--- src/rtl/fetch_queue_if.sv ---
// Fetch-to-decode bundle seen by the fetch queue.
// master = fetch/decode side, slave = the queue itself.
interface fetch_queue_if #(
  parameter int DEPTH_POWER = 2,
  parameter int W = 32
);
  logic [W-1:0] pcF;
  logic [W-1:0] instrF;
  logic validF;
  logic flush;
  logic stallD;
  logic stallF;
  logic [W-1:0] pcD;
  logic [W-1:0] instrD;
  logic validD;
  logic [DEPTH_POWER:0] count;

  modport master (
    output pcF, instrF, validF,
    output flush, stallD,
    input stallF, pcD, instrD,
    input validD, count
  );

  modport slave (
    input pcF, instrF, validF,
    input flush, stallD,
    output stallF, pcD, instrD,
    output validD, count
  );
endinterface

--- src/rtl/fetch_queue.sv ---
// Show-ahead FIFO between fetch and decode.
// Squeezes out bubbles and drops everything on a redirect.
module fetch_queue #(
  parameter int DEPTH_POWER = 2,
  parameter int W = 32
) (
  input logic clk,
  input logic reset,
  fetch_queue_if.slave q
);
  localparam int DEPTH = 1 << DEPTH_POWER;
  localparam logic [DEPTH_POWER:0] FULL_CNT =
    (DEPTH_POWER+1)'(DEPTH);

  typedef logic [DEPTH_POWER-1:0] ptr_t;

  logic [2*W-1:0] mem [DEPTH];
  ptr_t wr_ptr;
  ptr_t rd_ptr;
  logic [DEPTH_POWER:0] cnt;
  logic full;
  logic empty;
  logic push;
  logic pop;
  logic [2*W-1:0] head;

  assign full  = (cnt == FULL_CNT);
  assign empty = (cnt == '0);
  assign push  = q.validF && !full && !q.flush;
  assign pop   = !empty && !q.stallD && !q.flush;

  // Storage is deliberately left unreset.
  always_ff @(posedge clk) begin
    if (push)
      mem[wr_ptr] <= {q.pcF, q.instrF};
  end

  always_ff @(posedge clk or negedge reset) begin
    if (!reset) begin
      wr_ptr <= '0;
      rd_ptr <= '0;
      cnt    <= '0;
    end else if (q.flush) begin
      wr_ptr <= '0;
      rd_ptr <= '0;
      cnt    <= '0;
    end else begin
      if (push)
        wr_ptr <= wr_ptr + 1'b1;
      if (pop)
        rd_ptr <= rd_ptr + 1'b1;
      unique case ({push, pop})
        2'b10:   cnt <= cnt + 1'b1;
        2'b01:   cnt <= cnt - 1'b1;
        default: cnt <= cnt;
      endcase
    end
  end

  assign head     = mem[rd_ptr];
  assign q.stallF = full;
  assign q.count  = cnt;
  assign q.validD = !empty && !q.flush;
  assign q.pcD    = q.validD ? head[2*W-1:W] : '0;
  assign q.instrD = q.validD ? head[W-1:0] : '0;
endmodule

--- src/flat_wrapper.sv ---
// flat-port wrapper written by rule: the top's interface ports become plain ports
module fetch_queue_flat 
#(
  parameter int DEPTH_POWER = 2,
  parameter int W = 32
)
  (clk, reset, q_pcF, q_instrF, q_validF, q_flush, q_stallD, q_stallF, q_pcD, q_instrD, q_validD, q_count);
  fetch_queue_if #(.DEPTH_POWER(DEPTH_POWER), .W(W)) q_i ();
  input logic clk;
  input logic reset;
  input wire logic [$bits(q_i.pcF)-1:0] q_pcF;
  input wire logic [$bits(q_i.instrF)-1:0] q_instrF;
  input wire logic [$bits(q_i.validF)-1:0] q_validF;
  input wire logic [$bits(q_i.flush)-1:0] q_flush;
  input wire logic [$bits(q_i.stallD)-1:0] q_stallD;
  output wire logic [$bits(q_i.stallF)-1:0] q_stallF;
  output wire logic [$bits(q_i.pcD)-1:0] q_pcD;
  output wire logic [$bits(q_i.instrD)-1:0] q_instrD;
  output wire logic [$bits(q_i.validD)-1:0] q_validD;
  output wire logic [$bits(q_i.count)-1:0] q_count;
  assign q_i.pcF = q_pcF;
  assign q_i.instrF = q_instrF;
  assign q_i.validF = q_validF;
  assign q_i.flush = q_flush;
  assign q_i.stallD = q_stallD;
  assign q_stallF = q_i.stallF;
  assign q_pcD = q_i.pcD;
  assign q_instrD = q_i.instrD;
  assign q_validD = q_i.validD;
  assign q_count = q_i.count;
  fetch_queue #(.DEPTH_POWER(DEPTH_POWER), .W(W)) u_core (.clk(clk), .reset(reset), .q(q_i));
endmodule
--- config.mk ---
export PLATFORM = sky130hd
export DESIGN_NAME = fetch_queue_flat
export DESIGN_NICKNAME = d
export VERILOG_FILES = /design/src/rtl/fetch_queue_if.sv /design/src/rtl/fetch_queue.sv /design/src/flat_wrapper.sv
export SDC_FILE = /design/constraint.sdc
export NUM_CORES = 1
export LEC_CHECK = 0
export CORE_ASPECT_RATIO = 0.7
export CORE_MARGIN = 4
export CORE_UTILIZATION = 23
export DETAILED_ROUTE_END_ITERATION = 6
export HOLD_SLACK_MARGIN = 0.08
export SLEW_MARGIN = 20
export SYNTH_ARGS = -nofsm -noshare
export SYNTH_HDL_FRONTEND = slang
export SYNTH_SLANG_ARGS = --single-unit
export TNS_END_PERCENT = 5
--- constraint.sdc ---
create_clock -name clk -period 3.2 [get_ports clk]
set_input_delay 0.64 -clock clk [delete_from_list [all_inputs] [get_ports clk]]
set_output_delay 0.64 -clock clk [all_outputs]
set_load 0.005 [all_outputs]
* After elaboration in Yosys (flattened, before gate mapping) *
Memories as Yosys holds them, arrays and structs flattened.
Cells that the tools add are included.

storage, ports and cells
  memories = 1
  bits of input ports = 69
  bits in writable memories = 256
  register bits after elaboration = 7
  output and inout bits = 69

memory list
  name        depth  width  rd ports  clocked after Yosys merged registers in  wr ports  line               text
  u_core.mem  4      64     1         0                                        1         fetch_queue.sv:17  logic [2*W-1:0] mem [DEPTH];

operators by class
  $add $sub $neg = 4
  reduce and logical (&&, ||, !) cells = 13
  muxes and demuxes = 10
  equal/unequal tests = 3

operators with widths
  operator               count
  $mux W32               2
  $mux W2                4
  $pmux W3 S2            1
  $logic_and A1 B1 Y1    5
  $add A2 B1 Y2 const B  2
  $logic_not A1 Y1       4
  $reduce_bool A2 Y1     2
  $add A3 B1 Y3 const B  1
  $eq A3 B3 Y1 const B   1
  $logic_not A3 Y1       1
  $mux W3                1
  $reduce_bool A3 Y1     1
  $sub A3 B1 Y3 const B  1
  $eq A2 B1 Y1 const B   1
  $eq A2 B2 Y1 const B   1
  $mux W1                2

* Depth between registers and ports, before layout *
  depth in word-level cells = 7
  depth in mapped cells = 7
  mapped depth without buffers = 6

* Least setup slack after synthesis *
OpenSTA, ideal clock, no wires.

  path type = input to register
  start = input port q_flush
  end = memory u_core.mem[2][0] (netlist bit) (enable)
  arrival time = 2.667 ns
  cell stages on the path = 3
  setup slack = 0.104 ns
  data required time = 2.771 ns
  cell sequence = clkbuf_1 nor3b_1 and2_1

on the way
  word-level cells in the longest chain between the ends = 4

RTL lines
  element                        line                text
  start, declared                flat_wrapper.sv:14  input wire logic [$bits(q_i.flush)-1:0] q_flush;
  $logic_not A1 Y1               fetch_queue.sv:29   assign push = q.validF && !full && !q.flush;
  $logic_and A1 B1 Y1            fetch_queue.sv:29
  $mux W1                        fetch_queue.sv:34   if (push)
  $mux W1 (implied by the code)  fetch_queue.sv:35   mem[wr_ptr] <= {q.pcF, q.instrF};
  end, declared                  fetch_queue.sv:17

No other way between the ends.

* Final worst setup path *
  start = register u_core.rd_ptr[0]
  end = output port q_instrD[29]

on the way
  word-level cells in the longest chain between the ends = 2

RTL lines
  element                 line                text
  start, declared         fetch_queue.sv:19   ptr_t rd_ptr;
  start signal, assigned  fetch_queue.sv:51   rd_ptr <= rd_ptr + 1'b1;
  $mem_v2 Z4 W64          --
  $mux W32                fetch_queue.sv:65   assign q.instrD = q.validD ? head[W-1:0] : '0;
  end, declared           flat_wrapper.sv:18  output wire logic [$bits(q_i.instrD)-1:0] q_instrD;

No other way between the ends.

==> results.md <==
* Clk Tree Root Cell: clkbuf_16
* # rows at between 60 and 70
* WS Path Type: reg2out
* Register area share after synthesis at about 77%
* Post-synth EDFFs at approximately 260
* Post-route cell area at between 10000 and 15000 sq um
* Vias in the first global route at approximately 5300
* Die height at about 180 um
* Congestion Overflow GR at 0
* Gpl congestion at 0.654
* Worst VDD drop at around 0.35 mV
* R2r setup slk at between 1 and 1.5 ns
* DRT Wirelength at approximately 22000 um
* Sw Pwr at between 1.5 and 2 mW
* # IOs at about 140
* DR vias at 5072
* Top FF cell, synth: edfxtp_1
* Most frequent cell after synthesis: edfxtp_1
* Leakage at 4.63 nW
* Final Cycle Share at a little over nine tenths
* Detailed Routing Iterations Pass 1 at 4
* YS warnings at 0
* Initial antenna violation count at 0
* Clk_lat worst skew at between 0.5 and 0.6 ns
* Final hold viol count at 0
* Combinational share of power at between 10% and 20%
* Switch share at 21.6%
* Worst reg2reg path startpoint: u_core.q.count[1]$_DFFE_PN0P_
* Syn_area_per_cell at between 20 and 25 sq um
* Pwr per Cell Area at around 600 nW/um^2
* Max-slew violation count at 0
* Critical Path Sink Type: output port
* Clock Power Share at roughly two fifths
* Post-Synthesis Cells at ~470
* Total core area at ~44000 sq um
* Die area at 48100 sq um
* Post-synth top area share at roughly three quarters
* Reg clk slew, reported paths at approximately 0.060 ns
* Routed Antenna Nets at 0
* Syn-to-layout area delta at 33.7%
* # setup viols final at 0
* R2R Path End: u_core.mem[3][50]$_DFFE_PP_
* Int Pwr at between 6 and 7 mW
* Worst setup SP type: flip-flop
* Top cells by count, synth: edfxtp_1 (256), and2_1 (68), mux4_2 (64)
* Clock Path Buffers at 3
* Die width at between 200 and 300 um
* Max Clock Freq at roughly 0.32 GHz
* First-pass GRT wire length at 33000 um
* Initial Util at between 20% and 30%
* Violation count after the first detailed-route iteration at between 300 and 400
* Syn nets at about 550
* Max transition margin at 67.9%
* WL per Instance at 17.8 um
* Tmin final at 3.11 ns
* Drt drc at 0
* Seq cells post-synth at around 260
* Maxcap violations at 0
* Worst Max-Slew Pin Slew at around 0.48 ns
* Gr usage total at under 10%
* Asr flop ratio synth at 2.66%
* R2r worst-path depth at 4
* Vias per inst at roughly 4
* Seq pwr share at between 40% and 50%
* Req. time, crit path at roughly 2.6 ns
* CP Max Fanout at 10
* HP Class: in2async
* Hold_buf cts at 0
* Unrepaired setup endpoints after global routing: true
* Skew final at about 0.006 ns
* CTS buffer count at 27
* Status: finished, final reports clean
* Layout cell share with drive strength beyond 1 at 22.3%
* Largest net degree at the start of global routing at 66
* Number of I/O port buffers at 137
* Synth unique cells at 33
* Final net count at 718
* CTS tree: done
* H-tree depth at 1
* Final-layout fill cell count at between 4000 and 5000
* CP arrival at approximately 2.5 ns
* Area post-placement at 12500 sq um
* Synthesized area at between 10000 and 15000 sq um
* # clock sinks at between 200 and 300
* Final HPWL DP at between 10000 and 15000 um
* Largest area contributor in the netlist: edfxtp_1
* Tot Pwr at about 8.2 mW
* Largest cells by area after synthesis: edfxtp_1 (75%), mux4_2 (14%), and2_1 (4.1%)
## sequential cells by signal, summed over array words and instances (netlist names)
register	count
u_core.rd_ptr	2
u_core.mem	256
u_core.wr_ptr	2
u_core.q.count	3
## layout make-up
type	count	area (sq um)	share of cell area, %
Antenna cell	1	2.50	0.0182
Sequential cell	263	7870	57.4
Tap cell	594	743	5.42
Clock buffer	31	691	5.03
Multi-Input combinational cell	179	2230	16.2
Inverter	3	11.3	0.0821
Timing Repair Buffer	170	1940	14.2
Clock inverter	19	233	1.70
## through the flow
step | cells | setup TNS (ns) | worst slack [ns] | util (%) | hold slack [ns]
after floorplan | 473 | 0 | 0.104 | - | 0.344
after global placement | 1197 | 0 | 0.323 | 28.5 | 0.583
after detailed placement | 1197 | 0 | 0.328 | 28.5 | 0.601
after CTS | 1250 | -0.0390 | -0.0256 | 30.7 | 0.346
after global routing | 1259 | -0.0176 | -0.0121 | 31.3 | 0.368
final | 1260 | 0 | 0.0912 | 31.3 | 0.372
## routing by layer
| metal | up-vias | global-route usage, % | share of wire [%] |
|---|---|---|---|
| li1 | 2258 | - | - |
| met1 | 2630 | 12.2 | 45 |
| met2 | 155 | 14.4 | 47 |
| met3 | 29 | 2.44 | 5.7 |
| met4 | 0 | 2.10 | 2.2 |
| met5 | - | 0 | 0 |
## worst max-delay path, stage by stage (launching register included)
cell             delay (ns)
dfrtp_4                0.46
buf_12                 0.17
clkbuf_16              0.20
mux4_2                 0.48
and2_1                 0.16
clkdlybuf4s50_1        0.44
## timing repair
item	4_1_cts	5_1_grt
gates resized for setup	13	33
gates cloned	0	3
endpoints found under the setup margin	56	56
buffers inserted	3	6
## worst max-delay path by stage
stage                                       startpoint                         end  slack [ns]  cells after the start
after floorplan                                q_flush  u_core.mem[2][0]$_DFFE_PP_        0.10                      3
after global placement                         q_flush                q_instrD[18]        0.32                      5
after detailed placement                       q_flush                    q_pcD[3]        0.33                      5
after CTS                 u_core.rd_ptr[0]$_DFFE_PN0P_                    q_pcD[4]       -0.03                      5
after global routing      u_core.rd_ptr[0]$_DFFE_PN0P_                q_instrD[31]       -0.01                      5
final                     u_core.rd_ptr[0]$_DFFE_PN0P_                q_instrD[29]        0.09                      5
## power groups by stage
stage / clock (mW) / combinational, mW / sequential (mW)
4_1_cts: 3.39 / 0.972 / 3.96
5_1_grt: 3.53 / 1.11 / 3.97
3_3_place_gp: 0 / 0.946 / 4.04
3_5_place_dp: 0 / 0.952 / 4.05
6_report: 3.26 / 1.02 / 3.96
2_1_floorplan: 0 / 0.506 / 4.02
## placed cells by master, fill, tap and decap left out, types with 6 or more instances in the layout
| cell | n |
|---|---|
| clkinv_1 | 6 |
| clkbuf_16 | 30 |
| clkdlybuf4s50_1 | 109 |
| and2_1 | 62 |
| a21oi_1 | 7 |
| buf_12 | 15 |
| dlymetal6s2s_1 | 20 |
| buf_6 | 6 |
| and2_4 | 6 |
| buf_4 | 8 |
| edfxtp_1 | 256 |
| dlygate4sd2_1 | 8 |
| mux4_2 | 64 |
## cell families (layout without fill, tap and decap cells)
kind of cell | after synthesis | after routing | share of synthesized area, %
DFF | 263 | 263 | 76.6
and+or+nand+nor | 90 | 90 | 5.40
muxes | 65 | 65 | 14.1
buffers and inverters | 31 | 223 | 1.94
AOI/OAI and AO/OA | 16 | 16 | 0.939
adders and majority gates | 5 | 5 | 0.683
xor gates and xnor gates | 3 | 3 | 0.256
other | 0 | 1 | 0
No activity file was read; power rests on OpenSTA's default activity.
